**config.mk**
```make
export PLATFORM = sky130hd
export DESIGN_NAME = brick_field_scorer
export DESIGN_NICKNAME = d
export VERILOG_FILES = /design/src/rtl/brick_pkg.sv /design/src/rtl/brick_index_calc.sv /design/src/rtl/brick_field_scorer.sv
export SDC_FILE = /design/constraint.sdc
export NUM_CORES = 1
export LEC_CHECK = 0
export ABC_AREA = 1
export CORE_MARGIN = 2
export CORE_UTILIZATION = 43
export CTS_BUF_LIST = sky130_fd_sc_hd__clkbuf_4 sky130_fd_sc_hd__clkbuf_8
export DETAILED_ROUTE_END_ITERATION = 10
export GPL_ROUTABILITY_DRIVEN = 0
export PLACE_DENSITY = 0.68
export RECOVER_POWER = 25
export SETUP_SLACK_MARGIN = 0.5
export SLEW_MARGIN = 25
export SYNTH_ARGS = -nofsm -noshare
export SYNTH_HDL_FRONTEND = slang
export SYNTH_SLANG_ARGS = --single-unit
```
**constraint.sdc**
```tcl
create_clock -name clock -period 8.9 [get_ports clock]
set_input_delay 1.78 -clock clock [delete_from_list [all_inputs] [get_ports clock]]
set_output_delay 1.78 -clock clock [all_outputs]
set_load 0.02 [all_outputs]
```
**src/rtl/brick_pkg.sv**
```systemverilog
// rtl/brick_pkg.sv - shared FSM state type, default geometry and width helpers for the brick field
package brick_pkg;

  typedef enum logic [1:0] {
    ST_IDLE  = 2'd0,
    ST_PLAY  = 2'd1,
    ST_CHECK = 2'd2,
    ST_CLEAR = 2'd3
  } brick_state_e;

  localparam int DEF_ROWS    = 7;
  localparam int DEF_COLS    = 16;
  localparam int DEF_BRICK_W = 2;

  // Number of bricks in a ROWS x COLS grid of BRICK_W-wide bricks
  function automatic int brick_count(input int rows, input int cols, input int brick_w);
    return rows * (cols / brick_w);
  endfunction

  // Width of a brick index; never below one bit so tiny fields still elaborate
  function automatic int index_width(input int n);
    return (n <= 2) ? 1 : $clog2(n);
  endfunction

endpackage

```
**src/rtl/brick_index_calc.sv**
```systemverilog
// rtl/brick_index_calc.sv - maps a ball (row, col) cell to a brick index and in-field flag
module brick_index_calc
  import brick_pkg::*;
#(
  parameter int ROWS    = DEF_ROWS,
  parameter int COLS    = DEF_COLS,
  parameter int BRICK_W = DEF_BRICK_W,
  parameter int ROW_W   = 4,
  parameter int COL_W   = 4,
  parameter int IDX_W   = index_width(brick_count(ROWS, COLS, BRICK_W))
) (
  input  logic [ROW_W-1:0] row,
  input  logic [COL_W-1:0] col,
  output logic [IDX_W-1:0] idx,
  output logic             valid
);

  localparam int BPR = COLS / BRICK_W;

  // Out-of-field positions report index 0 so callers never address past the array
  always_comb begin
    valid = (32'(row) < 32'(ROWS)) && (32'(col) < 32'(COLS));
    idx   = valid ? IDX_W'(32'(row) * 32'(BPR) + 32'(col) / 32'(BRICK_W)) : '0;
  end

endmodule

```
**src/rtl/brick_field_scorer.sv**
```systemverilog
// rtl/brick_field_scorer.sv - brick hit-point field, collision resolution, score and level tracking
module brick_field_scorer
  import brick_pkg::*;
#(
  parameter  int ROWS     = DEF_ROWS,
  parameter  int COLS     = DEF_COLS,
  parameter  int BRICK_W  = DEF_BRICK_W,
  parameter  int ROW_W    = 4,
  parameter  int COL_W    = 4,
  parameter  int HP_W     = 2,
  parameter  int INIT_HP  = 1,
  parameter  int SCORE_W  = 10,
  parameter  int PTS_HIT  = 1,
  parameter  int PTS_KILL = 1,
  localparam int NB       = brick_count(ROWS, COLS, BRICK_W),
  localparam int IDX_W    = index_width(NB)
) (
  input  logic               clock,
  input  logic               reset,
  input  logic               start,
  input  logic               step,
  input  logic [ROW_W-1:0]   ball_row,
  input  logic [COL_W-1:0]   ball_col,
  output logic [NB-1:0]      brick_alive,
  output logic               hit,
  output logic               hit_kill,
  output logic [IDX_W-1:0]   hit_index,
  output logic [SCORE_W-1:0] score,
  output logic [7:0]         level,
  output logic               level_clear,
  output logic               busy
);

  localparam int CNT_W = $clog2(NB + 1);

  localparam logic [1:0] IDLE  = 2'(ST_IDLE);
  localparam logic [1:0] PLAY  = 2'(ST_PLAY);
  localparam logic [1:0] CHECK = 2'(ST_CHECK);
  localparam logic [1:0] CLEAR = 2'(ST_CLEAR);

  logic [1:0]         state;
  logic [ROW_W-1:0]   lat_row;
  logic [COL_W-1:0]   lat_col;
  logic [HP_W-1:0]    hp      [NB];
  logic [HP_W-1:0]    hp_next [NB];
  logic [CNT_W-1:0]   remaining;
  logic [IDX_W-1:0]   calc_idx;
  logic               calc_valid;
  logic [HP_W-1:0]    hp_sel;
  logic               do_hit;
  logic               kill;
  logic [SCORE_W:0]   score_sum;
  logic [SCORE_W-1:0] score_next;

  brick_index_calc #(
    .ROWS    (ROWS),
    .COLS    (COLS),
    .BRICK_W (BRICK_W),
    .ROW_W   (ROW_W),
    .COL_W   (COL_W),
    .IDX_W   (IDX_W)
  ) u_index_calc (
    .row   (lat_row),
    .col   (lat_col),
    .idx   (calc_idx),
    .valid (calc_valid)
  );

  assign busy = (state == CHECK);

  // Look up the addressed brick and decide whether this CHECK cycle lands a hit
  always_comb begin
    hp_sel = '0;
    for (int i = 0; i < NB; i++) begin
      if (calc_idx == IDX_W'(i)) hp_sel = hp[i];
    end
    do_hit = (state == CHECK) && calc_valid && (hp_sel != '0);
    kill   = (hp_sel == HP_W'(1));
  end

  // Saturating score: one extra carry bit detects overflow and clamps to all ones
  always_comb begin
    score_sum  = {1'b0, score} + (kill ? (SCORE_W+1)'(PTS_KILL) : (SCORE_W+1)'(PTS_HIT));
    score_next = score_sum[SCORE_W] ? '1 : score_sum[SCORE_W-1:0];
  end

  // Next hit points: start reloads the whole field, otherwise only the hit brick drops by one
  always_comb begin
    for (int i = 0; i < NB; i++) begin
      hp_next[i] = hp[i];
      if (start) begin
        hp_next[i] = HP_W'(INIT_HP);
      end else if (do_hit && (calc_idx == IDX_W'(i))) begin
        hp_next[i] = hp[i] - HP_W'(1);
      end
    end
  end

  // Hit-point storage with its registered alive mirror, both updated on the same edge
  always_ff @(posedge clock or posedge reset) begin
    if (reset) begin
      for (int i = 0; i < NB; i++) begin
        hp[i]          <= '0;
        brick_alive[i] <= 1'b0;
      end
    end else begin
      for (int i = 0; i < NB; i++) begin
        hp[i]          <= hp_next[i];
        brick_alive[i] <= (hp_next[i] != '0);
      end
    end
  end

  // Game FSM with score, level, remaining-brick count and hit reporting; start overrides everything
  always_ff @(posedge clock or posedge reset) begin
    if (reset) begin
      state       <= IDLE;
      lat_row     <= '0;
      lat_col     <= '0;
      remaining   <= '0;
      score       <= '0;
      level       <= '0;
      hit         <= 1'b0;
      hit_kill    <= 1'b0;
      hit_index   <= '0;
      level_clear <= 1'b0;
    end else begin
      hit      <= 1'b0;
      hit_kill <= 1'b0;
      if (start) begin
        state       <= PLAY;
        remaining   <= CNT_W'(NB);
        level_clear <= 1'b0;
        if (state == CLEAR) level <= level + 8'd1;
      end else begin
        case (state)
          IDLE: ;
          PLAY: begin
            if (step) begin
              lat_row <= ball_row;
              lat_col <= ball_col;
              state   <= CHECK;
            end
          end
          CHECK: begin
            state <= PLAY;
            if (do_hit) begin
              hit       <= 1'b1;
              hit_kill  <= kill;
              hit_index <= calc_idx;
              score     <= score_next;
              if (kill) begin
                remaining <= remaining - CNT_W'(1);
                if (remaining == CNT_W'(1)) begin
                  state       <= CLEAR;
                  level_clear <= 1'b1;
                end
              end
            end
          end
          CLEAR: ;
          default: state <= IDLE;
        endcase
      end
    end
  end

endmodule

```
After elaboration in Yosys (flattened, before gate mapping)
Cells that the tools add are included.
- bits in registers: 211
- word-level logic and storage cells: 508
- output and inout port bits: 84
- bits of input ports: 12
- mux-type cells: 191
- bitwise operators: 1
- add/subtract/negate cells: 60
- reduce and logical (&&, ||, !) cells: 127
- equal/unequal tests: 61
- order comparisons: 1
- operators with widths (operator ; count):
    2-bit 2-to-1 mux ; 173
    6-bit == test (second input constant) ; 24
    2-bit nonzero test ; 61
    2-bit by 1-bit subtractor with 2-bit output (second input constant) ; 56
    6-bit by 5-bit == test with 1-bit output (second input constant) ; 16
    1-bit logical AND ; 58
    6-bit by 4-bit == test with 1-bit output (second input constant) ; 8
    6-bit 2-to-1 mux ; 5
    6-bit by 3-bit == test with 1-bit output (second input constant) ; 4
    6-bit by 1-bit == test with 1-bit output (second input constant) ; 2
    6-bit by 2-bit == test with 1-bit output (second input constant) ; 2
    10-bit by 1-bit adder with 11-bit output (second input constant) ; 1
    1-bit 2-to-1 mux ; 11
    10-bit 2-to-1 mux ; 1
    3-bit AND reduction ; 3
    8-bit by 1-bit adder with 8-bit output (second input constant) ; 1
    6-bit by 3-bit adder with 6-bit output ; 1
    6-bit logical NOT ; 1
    6-bit by 1-bit subtractor with 6-bit output (second input constant) ; 1
    2-bit by 1-bit == test with 1-bit output (second input constant) ; 2
    2-bit == test (second input constant) ; 2
    4-bit by 3-bit less-than comparator with 1-bit output (second input constant) ; 1
    2-bit one-hot mux with 2 select lines ; 1
    2-bit AND reduction ; 2
    other kinds (4) ; 4

Longest topological paths before layout
Gate-level depths: netlist of run 1.
- depth after elaboration: 65
- depth in mapped cells: 50
- depth with buffers taken out: 49

Cells and area by module
From an unflattened synthesis of run 1, not the netlist that was laid out.
- cells, all modules: 1281
- area, all modules: 10177.3 um^2
- by module, submodules not included (module ; area each (um^2) ; cells an instance ; times used):
    brick_field_scorer ; 10103.4 ; 1263 ; 1
    brick_index_calc ; 73.8 ; 18 ; 1

Least setup slack after synthesis of run 1
No wires, ideal clock.
- kind: register to register
- start point: register lat_row[0]
- end point: register hp[108] in the netlist's numbering
- slack: 4.820 ns
- clock period less this slack: 4.080 ns
- buffers on the path: 2
- stages on the path, launching flop included: 50
- arrival: 3.942 ns
- data required time: 8.762 ns
- cell sequence: dfrtp_1 nand3_2 nand2_1 inv_2 nand2_1 inv_2 nand2_2 nor2_2 inv_2 nor2_4 inv_2 or2_0 nand2_1 nand2_1 nand2_1 nand4_1 nor2_1 nand4_1 (+14 left out) nand2_1 nand3_1 nand2_1 nand2_1 nand2_1 nand4_1 nand2_1 nand4_1 nor2_1 nand4_1 nor2_1 nand3_1 nand2_1 nand2_2 buf_6 buf_2 nand3_1 nand3_1
- RTL lines (item ; line ; RTL):
    start, declared ; brick_field_scorer.sv:42 ; logic [ROW_W-1:0] lat_row;
    start signal, assigned ; brick_field_scorer.sv:140 ; lat_row <= ball_row;
    end signal, assigned by index ; brick_field_scorer.sv:108 ; hp[i] <= hp_next[i];
    end, declared ; brick_field_scorer.sv:44 ; logic [HP_W-1:0] hp [NB];

==> results of run 1 <==
-- state kept, by name, summed over array words and instances (netlist names) --
register     cells
level            8
lat_row          4
lat_col          3
hit              1
state            2
score           10
hit_index        6
level_clear      1
hp             112
hit_kill         1
remaining        6
brick_alive     56
-- through the flow --
stage | hold WS (ns) | setup slack, ns | total power [mW] | std cells
2_1_floorplan | 0.446 | 1.38 | 1.54 | 1309
3_3_place_gp | 0.456 | 3.38 | 1.72 | 1670
3_5_place_dp | 0.463 | 3.32 | 1.73 | 1670
4_1_cts | 0.474 | 3.32 | 2.60 | 1729
5_1_grt | 0.497 | 2.09 | 2.73 | 1729
6_report | 0.466 | 3.08 | 2.59 | 1729
-- cell usage in the layout (no fill, tap or decap), drive strengths merged --
cell             n
dfrtp          210
xnor2            2
nor4             2
clkdlybuf4s50   93
a31oi            1
clkbuf          52
clkinvlp         2
nand4           21
dlygate4sd3      1
inv            179
o211ai           4
o21ai           31
or2              6
a21oi            5
nand3b           4
buf              6
clkinv           7
nor3            33
nand3          264
ha               4
nand2          293
xor2             9
nor2           187
-- worst min path at each step --
stage / to / startpoint / depth (start not counted)
2_1_floorplan: brick_alive[35] / hp[41] / 2
3_3_place_gp: level[7] / level[7] / 1
3_5_place_dp: level[7] / level[7] / 1
4_1_cts: level[7] / level[7] / 1
5_1_grt: level[7] / level[7] / 1
6_report: level[7] / level[7] / 1
-- power groups by stage --
stage	clock [mW]	combinational [mW]	sequential, mW
after floorplan	0	0.435	1.11
after CTS	0.893	0.653	1.06
final	0.878	0.659	1.06
after global placement	0	0.645	1.07
after detailed placement	0	0.654	1.07
after global routing	0.941	0.726	1.07
-- cell families (layout without fill, tap and decap cells) --
kind of cell,count (synthesis),count (layout),share of synthesized area (%)
simple gates,810,810,35.1
buf+inv,233,340,9.04
flops,210,210,52.2
compound gates,41,41,2.25
xor+xnor,11,11,0.957
fa+ha+maj,4,4,0.497
-- layer usage --
metal,GRT usage [%],wire length (µm),up-vias
li1,-,-,4325
met1,29.1,11300,4035
met2,31.2,11200,235
met3,3.08,1290,46
met4,7.27,606,0
met5,0,0,-
-- area by class of cell --
class / instances / area, µm² / area share, %
Clock buffer: 52 / 672 / 5.63
Clock inverter: 7 / 37.5 / 0.314
Inverter: 181 / 686 / 5.74
Multi-Input combinational cell: 866 / 3910 / 32.7
Sequential cell: 210 / 5260 / 44.0
Tap cell: 313 / 392 / 3.28
Timing Repair Buffer: 100 / 993 / 8.32
==> results_dict.tcl, run 1 <==
set metrics [dict create \
    min_path_type "reg -> reg" \
    reg2reg_from "lat_row[2]" \
    ys_warn_count 0 \
    yosysTopAreaCellShare_pct 52.2 \
    hold_violations 0 \
    dieArea_um2 24700 \
    leakage_nw 4.97 \
    drv_slew 125 \
    cp_cell_sequence "dlygate4sd3_1, clkinvlp_2" \
    tightest_slew_ns 5.46 \
    r2r_slack_ns 3.45 \
    clkPwrFrac_pct 33.8 \
    reg2regPathDepth 47 \
    layout-area-overhead-vs-synth_pct 18.6 \
    vdd_ir_drop_max_mv 0.271 \
    relSlewSlack_pct -266 \
    crit_start "reset" \
    synthTopCellsByCount "288 x nand2_1, 263 x nand3_1, 210 x dfrtp_1" \
    drtIter0Drc 740 \
    combPwrFrac_pct 25.4 \
    grt_use_total_pct 20.2 \
    power_frac_seq_pct 40.8 \
    die_w_um 157 \
    ant_nets 0 \
    cts_repair_resize_count 0 \
    synthMostInstantiatedCell "nand2_1" \
    async_flop_share_pct 100 \
    worst_setup_path_start_kind "input port" \
    cp-endpoint "hp[0]" \
    syn_inst 1309 \
    crit_type "in -> async" \
    fmax_mhz 172 \
    dr.pass1.iters 5 \
    clock-sinks 210 \
    rr_endpoint "hp[69]" \
    ys_seq_area_share_pct 52.2 \
    crit_buf_inv 2 \
    post_cts_buffers 0 \
    vias 8641 \
    rows 55 \
    synth_seq_cells 210 \
    die_h_um 157 \
    grt_max_degree 125 \
    cts_max_path_buffers 3 \
    netSwitchingFraction_pct 35.4 \
    synth_area_leaders "dfrtp_1 52%, nand3_1 13%, nand2_1 11%" \
    avgSynthCellArea_um2 7.69 \
    cts_made_buffers 37 \
    drive_gt1_share_pct 6.29 \
    final_util_pct 52.4 \
    cp_slowest_cell "clkinvlp_2" \
    syn_area_um2 10100 \
    routed_wl_um 24400 \
    cts-root-buf "clkbuf_8" \
    first_global_vias 7943 \
    fillers 2158 \
    antenna_found_initial 0 \
    nets 1412 \
    tns_ns 0 \
    min_period_over_period_pct 65.4 \
    synth-main-ff-cell "dfrtp_1" \
    overflow 0 \
    setup_viol 0 \
    finClkSkew_ns 0.0330 \
    failed_checks "capacitance limit, slew limit" \
    status "finished with violations" \
    p_int_mw 1.68 \
    critPathMaxFanout 124 \
    cts_tree "done" \
    h-tree-depth 2 \
    arrival_ns 5.46 \
    rsz0062_at_grt "no" \
    min_period_ns 5.82 \
    io_buffers 94 \
    cp.depth 2 \
    antenna_cells 0 \
    ys_types 32 \
    p_sw_mw 0.919 \
    slowest_delay_ns 3.04 \
    post_drt_wl_per_cell_um 14.1 \
    endpoint_kind "asynchronous set/reset pin" \
    insertion_delay_ns 0.55 \
    place_area_um2 11200 \
    dp_hpwl_um 15500 \
    grt_pass1_wl_um 39800 \
    drc 0 \
    fin_area_um2 11900 \
    synth_edf_count 0 \
    synth_nets 1325 \
    io_pins 96 \
    cap_viol_max_count 1 \
    path_delay_family "buffers and inverters" \
    synth.largest_area_cell "dfrtp_1" \
    holdBufCountCts 0 \
    clkTransAtPathRegs_ns 0.06 \
    powerDensity_nw_per_um2 217 \
    viasPerCell 5.00 \
    crit_required_ns 8.54 \
    core_um2 22800 \
    start_util_pct 44.2 \
]
Power figures use the tool's default switching activity.
==> run 2, diff against run 1 <==
--- a/config.mk
+++ b/config.mk
@@ -11,7 +11,7 @@
 export CTS_BUF_LIST = sky130_fd_sc_hd__clkbuf_4 sky130_fd_sc_hd__clkbuf_8
 export DETAILED_ROUTE_END_ITERATION = 10
 export GPL_ROUTABILITY_DRIVEN = 0
-export PLACE_DENSITY = 0.68
+export PLACE_DENSITY = 0.7
 export RECOVER_POWER = 25
 export SETUP_SLACK_MARGIN = 0.5
 export SLEW_MARGIN = 25
==> constraint.sdc (replaced) <==
create_clock -name clock -period 4.99 [get_ports clock]
set_input_delay 0.998 -clock clock [delete_from_list [all_inputs] [get_ports clock]]
set_output_delay 0.998 -clock clock [all_outputs]
set_load 0.02 [all_outputs]
==> run 2 against run 1 <==
Effect of this change: the flow still finishes with violations (capacitance limit, slew limit); clock power is 79% higher; worst hold slack worse by 0.0055 ns; sequential cell count stayed put; setup slack worse by 3.1 ns; die area stayed put; first-iteration DRC count is 0.27% lower; combinational power grew to 2.9 times the previous value; critical path depth is 36 higher; sequential power is 78% higher; count of clock-buffer cells in the layout is 3 higher; global-route usage is 0.56 points higher; largest cell class unchanged; highest routed layer unchanged.
==> results_dict.tcl, run 2 (synthesis gave the netlist of run 1 again) <==
set metrics [dict create \
    critPathMaxFanout 38 \
    rows 55 \
    clock-sinks 210 \
    tightest_slew_ns 2.46 \
    layout-area-overhead-vs-synth_pct 31.4 \
    crit_type "reg -> reg" \
    holdBufCountCts 0 \
    drive_gt1_share_pct 17.2 \
    relSlewSlack_pct -63.9 \
    slowest_delay_ns 0.41 \
    nets 1485 \
    ant_nets 0 \
    cts_made_buffers 37 \
    reg_top3 "hp (112), brick_alive (56), score (10)" \
    powerDensity_nw_per_um2 408 \
    overflow 0 \
    h-tree-depth 2 \
    hold_violations 0 \
    regMostFlops "hp" \
    fillers 1971 \
    crit_required_ns 5.35 \
    grt_use_met2_pct 33.4 \
    post_drt_wl_per_cell_um 14.7 \
    rsz0062_at_grt "yes" \
    met1_usage_pct 28.3 \
    core_um2 22800 \
    mostFrequentLayoutCells "263 x nand2_1, 207 x nand3_1, 207 x dfrtp_1" \
    cts-root-buf "clkbuf_8" \
    worst_path_most_repeated_cell "nand4_1" \
    power_mw 5.40 \
    final_util_pct 58.1 \
    min_path_type "reg -> reg" \
    endpoint_kind "flip-flop" \
    dp_slack_ns 0.00242 \
    crit_buf_inv 7 \
    seqCellArea_um2 5260 \
    final_common_cell "nand2_1" \
    insertion_delay_ns 0.53 \
    leakage_nw 5.39 \
    min_period_over_period_pct 99.5 \
    cap_viol_max_count 2 \
    grt_pass1_wl_um 41200 \
    viasPerCell 5.09 \
    finClkSkew_ns 0.0205 \
    failed_checks "capacitance limit, slew limit" \
    io_buffers 94 \
    cp_slowest_cell "dfrtp_2" \
    cts_tree "done" \
    gr-max-usage-layer "met2" \
    dieArea_um2 24700 \
    setup_viol 0 \
    min_period_ns 4.96 \
    die_w_um 157 \
    worst_setup_path_start_kind "flip-flop" \
    dp_hpwl_um 16600 \
    arrival_ns 5.32 \
    path_delay_family "simple AND/OR/NAND/NOR gates" \
    cts_max_path_buffers 3 \
    fmax_mhz 201 \
    largest_reg_flops 112 \
    r2r_slack_ns 0.03 \
    fin_area_um2 13200 \
    vdd_ir_drop_max_mv 0.221 \
    grt_max_degree 142 \
    place_area_um2 11700 \
    dr.pass1.iters 7 \
    status "finished with violations" \
    drtIter0Drc 738 \
    met3_usage_pct 3.91 \
    multi_input_area_um2 4490 \
    timing.final.ws_setup_ns 0.0263 \
    first_global_vias 8414 \
    grt_use_total_pct 20.8 \
    vias 9175 \
    antenna_found_initial 0 \
    clkTransAtPathRegs_ns 0.06 \
    routed_wl_um 26500 \
    start_util_pct 44.2 \
    io_pins 96 \
    drv_slew 189 \
    antenna_cells 0 \
    drc 0 \
    die_h_um 157 \
]
==> run 2: cell count changes in the layout (fill, tap and decap cells not counted), sizes merged <==
| cell | before | now |
|---|---|---|
| buf | 6 | 72 |
| clkbuf | 52 | 61 |
| clkinv | 7 | 6 |
| nand2 | 293 | 294 |
==> run 2: final timing paths <==
path	from	end	cells past startpoint
max in group asynchronous	reset	hp[87]	3
min in group asynchronous	reset	brick_alive[9]	2
min	level[7]	level[7]	1
min reg2reg	level[7]	level[7]	1
max reg2reg	lat_row[2]	hp[60]	38
max	lat_row[2]	hp[60]	38
==> run 2: routing by layer <==
metal  share of wire [%]  vias to the layer above
met1                  43                     4373
met4                 2.7                        0
met2                  49                      270
met5                   0                        -
li1                    -                     4472
met3                 5.8                       60
==> run 2: power breakdown <==
group | switching (mW) | internal, mW
Sequential | 0.0895 | 1.80
Combinational | 1.15 | 0.788
Clock | 0.684 | 0.884
==> run 2: cell type report <==
type	count	share of cell area, %
Multi-Input combinational cell	867	33.9
Inverter	181	5.18
Timing Repair Buffer	172	12.7
Clock inverter	6	0.246
Clock buffer	55	5.25
Tap cell	313	2.96
Sequential cell	210	39.8
==> run 2: through the flow <==
stage	setup TNS (ns)	hold slack, ns	cells
floorplan	0	0.446	1309
global placement	0	0.455	1721
detailed placement	0	0.456	1721
CTS	0	0.466	1788
global route	-70.14	0.493	1804
finish	0	0.460	1804
==> run 2: timing repair <==
action,in CTS,in global routing
setup endpoints to repair,194,194
gates resized for setup,21,109
cloned,0,8
buffers inserted,6,8
pin swaps,2,27
